`config.mk`:
```
export PLATFORM = sky130hd
export DESIGN_NAME = booth_pp_accumulator
export DESIGN_NICKNAME = d
export VERILOG_FILES = /design/src/rtl/booth_pp_accumulator.sv
export SDC_FILE = /design/constraint.sdc
export NUM_CORES = 1
export LEC_CHECK = 0
export CAP_MARGIN = 40
export CORE_MARGIN = 5
export CORE_UTILIZATION = 45
export CTS_BUF_LIST = sky130_fd_sc_hd__clkbuf_8
export CTS_CLUSTER_SIZE = 40
export DETAILED_ROUTE_END_ITERATION = 12
export GPL_ROUTABILITY_DRIVEN = 0
export HOLD_SLACK_MARGIN = 0.05
export PLACE_DENSITY = 0.73
export SKIP_CTS_REPAIR_TIMING = 1
export SYNTH_ARGS = -nofsm -noshare
export SYNTH_HDL_FRONTEND = slang
export SYNTH_SLANG_ARGS = --single-unit
export TNS_END_PERCENT = 5
```
`constraint.sdc`:
```
create_clock -name clk -period 11.7 [get_ports clk]
set_input_delay 2.34 -clock clk [delete_from_list [all_inputs] [get_ports clk]]
set_output_delay 2.34 -clock clk [all_outputs]
set_load 0.01 [all_outputs]
```
`src/rtl/booth_pp_accumulator.sv`:
```
// ---------------------------------------------------------------------------
// booth_pp_accumulator
//
// Sequential radix-16 Booth multiplier core. One operand pair is accepted in
// IDLE, then one 5-bit Booth window of the multiplier is presented per RUN
// cycle to an external Booth encoder / partial-product block. The 64-bit
// partial product it returns is shifted by 4*i and accumulated. The product
// is offered in DONE under a valid/ready handshake.
//
// Optional build macro:
//   BOOTH_EARLY_TERM_EN - leave RUN early once every remaining Booth digit
//                         is known to be zero.
//
// Ports:
//   clk        clock
//   rst        synchronous active-high reset
//   in_valid   operand pair valid
//   in_ready   core can accept operands (IDLE only)
//   A_in       multiplicand, unsigned
//   B_in       multiplier, two's-complement signed
//   X          multiplicand to encoder (registered A_in)
//   Y          current Booth window to encoder, {B[4i+3:4i], B[4i-1]}
//   PP         encoder result for X,Y (combinational, same cycle)
//   out_valid  product valid (DONE)
//   out_ready  downstream accepts product
//   P          product A*B modulo 2^(2*WIDTH)
//   busy       high in RUN
// ---------------------------------------------------------------------------
module booth_pp_accumulator #(
  parameter int WIDTH  = 32,
  parameter int DIGITS = WIDTH / 4
) (
  input  logic                 clk,
  input  logic                 rst,
  input  logic                 in_valid,
  output logic                 in_ready,
  input  logic [WIDTH-1:0]     A_in,
  input  logic [WIDTH-1:0]     B_in,
  output logic [WIDTH-1:0]     X,
  output logic [4:0]           Y,
  input  logic [2*WIDTH-1:0]   PP,
  output logic                 out_valid,
  input  logic                 out_ready,
  output logic [2*WIDTH-1:0]   P,
  output logic                 busy
);

  localparam int CNT_W = (DIGITS > 1) ? $clog2(DIGITS) : 1;

  typedef enum logic [1:0] {
    IDLE,
    RUN,
    DONE
  } state_t;

  state_t               state;
  state_t               state_next;

  logic [WIDTH-1:0]     x_reg;
  logic [WIDTH-1:0]     b_reg;
  logic [2*WIDTH-1:0]   acc;
  logic [CNT_W-1:0]     digit;

  logic [CNT_W+1:0]     shamt;       // 4*i, bit offset of the current digit
  logic [WIDTH:0]       b_ext;       // multiplier with the implicit B[-1]=0
  logic                 last_digit;
  logic                 early_done;

  assign shamt      = {digit, 2'b00};
  assign b_ext      = {b_reg, 1'b0};
  assign last_digit = (digit == CNT_W'(DIGITS - 1));

`ifdef BOOTH_EARLY_TERM_EN
  // Arithmetic shift replicates the sign bit, so B[WIDTH-1:4i+3] are all
  // equal exactly when the shifted value is all zeros or all ones. Every
  // later window is then 00000 or 11111 and contributes nothing.
  logic [WIDTH-1:0] b_upper;

  assign b_upper    = $signed(b_reg) >>> (shamt + (CNT_W + 2)'(3));
  assign early_done = !last_digit && ((&b_upper) || !(|b_upper));
`else
  assign early_done = 1'b0;
`endif

  // ---------------------------------------------------------------------
  // State register
  // ---------------------------------------------------------------------
  // NOTE: reset is sampled on the clock edge, so it sits inside the clocked
  // block rather than in the sensitivity list; state uses non-blocking
  // assignment so every flop updates from pre-edge values.
  always_ff @(posedge clk) begin
    if (rst) begin
      state <= IDLE;
    end else begin
      state <= state_next;
    end
  end

  // ---------------------------------------------------------------------
  // Next state and handshake outputs
  // ---------------------------------------------------------------------
  // NOTE: every output of this block gets a default first so no path can
  // leave one unassigned and infer a latch.
  always_comb begin
    state_next = state;
    in_ready   = 1'b0;
    busy       = 1'b0;
    out_valid  = 1'b0;
    unique case (state)
      IDLE: begin
        in_ready = 1'b1;
        if (in_valid) begin
          state_next = RUN;
        end
      end
      RUN: begin
        busy = 1'b1;
        if (last_digit || early_done) begin
          state_next = DONE;
        end
      end
      DONE: begin
        out_valid = 1'b1;
        if (out_ready) begin
          state_next = IDLE;
        end
      end
      default: state_next = IDLE;
    endcase
  end

  // ---------------------------------------------------------------------
  // Operand capture and shift-accumulate datapath
  // ---------------------------------------------------------------------
  always_ff @(posedge clk) begin
    if (rst) begin
      x_reg <= '0;
      b_reg <= '0;
      acc   <= '0;
      digit <= '0;
    end else begin
      unique case (state)
        IDLE: begin
          if (in_valid) begin
            x_reg <= A_in;
            b_reg <= B_in;
            acc   <= '0;
            digit <= '0;
          end
        end
        RUN: begin
          // PP is already a 2*WIDTH two's-complement value; bits shifted
          // past the top are discarded, giving the modulo product.
          acc   <= acc + (PP << shamt);
          digit <= digit + 1'b1;
        end
        default: ;
      endcase
    end
  end

  // Window i is {B[4i+3:4i], B[4i-1]}, i.e. bits 4i+4..4i of b_ext.
  always_comb begin
    Y = 5'b00000;
    if (state == RUN) begin
      Y = b_ext[shamt +: 5];
    end
  end

  assign X = x_reg;
  assign P = acc;   // stable in DONE: acc only changes in IDLE and RUN

endmodule
```
==> results.yml <==
timing:
  rsz0062_at_grt: "false"
  timing.final.crit_period_ns: 6.231
  drv_slew: 0
  hold_slack_ns: 0.4544
  fmax_mhz: 160.5
  tns_ns: 0
  fin_crit_sh_pct: 53.26
  finalSetupViolCount: 0
  max_slew_margin_pct: 44.05
  hold_viol: 0
  fin_skew_ns: 0.01697
  worstMarginPinSlew_ns: 0.8392
pwr:
  switching_power_uw: 648.5
  power_frac_seq_pct: 32.0
  power.share.switching_pct: 39.22
  leakagePower_nw: 5.239
  power_frac_comb_pct: 41.1
  p_per_area_nw_per_um2: 122.4
  clkPwrFrac_pct: 26.9
  intPower_mw: 1.005
  ir_drop_uv: 95.53
synthesis:
  syn_inst: 1439
  synth_cell_types: 73
  yosys.area.top_type_share_pct: 25.35
  synth-async-reset-ratio_pct: 0
  syn_area_per_cell_sq_um: 7.299
  synth_top_cell_by_area: "dfxtp_1"
  yosys_warnings: 0
  synth-seq-cells: 133
  yosysSeqAreaShare_pct: 25.35
  syn_nets: 1637
  synth_edf_count: 0
  synthFlopType: "dfxtp_1"
  synth.cell_area_sq_um: 10500
  ys_top_cells_by_area: "dfxtp_1 (25%), nand2_1 (10%), a21oi_1 (10%), ha_1 (7.7%), mux2i_1 (5.7%)"
min_path:
  hold_path.class: "reg2reg"
cells_and_area:
  syn_to_final_growth_pct: 28.59
  final_common_cell: "nand2_1"
  fill_cells: 2192
  layout_common_cells: "nand2_1 (291), clkdlybuf4s50_1 (234), a21oi_1 (211), dfxtp_1 (130), o21ai_0 (95)"
  antenna_cells: 0
  drive_above_1_share_pct: 7.037
  utilization_pct: 58.06
  largest_reg_flops: 64
  nNetsFinal: 1805
setup_path:
  cp.arrival_ns: 6.59
  cp-start-kind: "input port"
  cp-end-kind: "flop"
  cp.required_ns: 12.06
  cp_max_fo: 9
  worstSetupPathType: "in2reg"
route:
  post_drt_wl_per_cell_um: 19.70
  vias: 11440
  initialDrtViolationCount: 967
  routed_wl_um: 38190
  drtAntennaViolNets: 0
  vias_per_cell: 5.900
  dr.pass1.iters: 5
  remaining_drc_errors: 0
die:
  start_util_pct: 45.15
  placementRows: 56
  dieArea_sq_um: 26500
  die_w_um: 162.8
  num_io_pins: 236
  fp.coreArea_sq_um: 23260
  die_h_um: 162.8
cts:
  cts.clk_slew.worst_paths_ns: 0.09
  cts-root-buf: "clkbuf_8"
  htree_levels: 4
  cts_sinks: 133
  clk_path_buf_depth: 2
  numCtsBuffers: 17
  clk_latency_ns: 0.48
  cts_tree: "done"
placement:
  hpwl_um: 29400
  port_buffers: 235
grt:
  grt_max_degree: 79
  antenna_found_initial: 3
  grt.overflow.total: 0
  grt_pass1_vias: 10890
  grt_usage_pct: 28.06
  grt_pass1_wl_um: 59150
run:
  cap_violations: 0
outcome:
  run_status: "completed"
## worst paths after layout
path	slack [ns]	end	depth (start not counted)	from
worst max-delay path	5.47	P[63]	15	PP[29]
worst min-delay path	0.45	X[28]	2	X[28]
worst max register to register	6.64	P[63]	16	digit[1]
worst min register to register	0.45	X[28]	2	X[28]
## per-layer routing
layer	wire length (um)	GRT usage [%]	vias to the layer above
met4	1931	13.80	2
li1	-	-	5443
met5	12	0	-
met2	16850	43.81	619
met1	15090	34.52	5250
met3	4303	9.694	127
## metrics by stage
| stage | worst slack, ns | cells | area, sq um | total power [mW] |
|---|---|---|---|---|
| detailed placement | 5.209 | 1907 | 13070 | 1.203 |
| global placement | 5.158 | 1903 | 12960 | 1.191 |
| global route | 5.350 | 1939 | 13510 | 1.742 |
| finish | 5.469 | 1939 | 13510 | 1.654 |
| floorplan | 6.557 | 1439 | 10500 | 0.9590 |
| CTS | 5.668 | 1939 | 13510 | 1.649 |
## cells by family after synthesis
kind of cell | Yosys count | synth area share [%]
adder cells (fa/ha/maj) | 66 | 7.933
XOR/XNOR | 52 | 4.336
AND/OR/NAND/NOR | 521 | 21.68
AO/OA/AOI/OAI | 442 | 24.93
multiplexers | 97 | 11.08
flip-flops | 133 | 25.35
buffers and inverters | 128 | 4.693
## Yosys cell counts, types with 3 or more instances
| master | n |
|---|---|
| and3_1 | 13 |
| inv_1 | 27 |
| o21ai_0 | 95 |
| dfxtp_1 | 133 |
| a21o_1 | 29 |
| nand4_1 | 19 |
| a21boi_0 | 3 |
| mux4_2 | 13 |
| and2_1 | 8 |
| nor3_1 | 16 |
| nand2_1 | 292 |
| o21bai_1 | 15 |
| a31oi_1 | 10 |
| mux2i_1 | 60 |
| buf_1 | 17 |
| or3_1 | 4 |
| mux2_2 | 24 |
| o211ai_1 | 6 |
| o21a_1 | 10 |
| o21ai_1 | 5 |
| a22o_1 | 3 |
| nor2b_1 | 13 |
| ha_1 | 65 |
| a31o_2 | 4 |
| buf_2 | 7 |
| xor2_1 | 18 |
| nand3_1 | 45 |
| a211oi_1 | 11 |
| o2111ai_1 | 4 |
| nor2_1 | 83 |
| a21oi_1 | 211 |
| or2_2 | 5 |
| nand2b_1 | 12 |
| clkbuf_1 | 75 |
| o22ai_1 | 5 |
| xnor2_1 | 34 |
## power by group through the flow
stage	combinational, mW	clock, mW	sequential (mW)
CTS	0.668	0.452	0.528
global route	0.733	0.475	0.534
floorplan	0.422	0	0.537
detailed placement	0.664	0	0.539
finish	0.680	0.445	0.528
global placement	0.653	0	0.538
## layout make-up
| cell class | instances | area [sq um] | area share, % |
|---|---|---|---|
| Clock inverter | 15 | 205.2 | 1.519 |
| Sequential cell | 133 | 2671 | 19.78 |
| Multi-Input combinational cell | 1178 | 7365 | 54.53 |
| Clock buffer | 17 | 234.0 | 1.732 |
| Tap cell | 319 | 399.1 | 2.955 |
| Timing Repair Buffer | 249 | 2527 | 18.71 |
| Inverter | 28 | 105.1 | 0.7781 |
## worst max-delay path, stage by stage
cell             delay, ns
clkdlybuf4s50_1       0.50
mux2_2                0.32
o21ai_0               0.60
mux2i_1               0.25
ha_1                  0.51
nand4_1               0.16
nor3_1                0.21
nor2b_1               0.23
and3_1                0.19
nand3_1               0.10
a211oi_1              0.51
o21ai_1               0.14
and3_1                0.18
o21ai_0               0.14
a21bo_2               0.23
(Power assumes the default switching activity.)
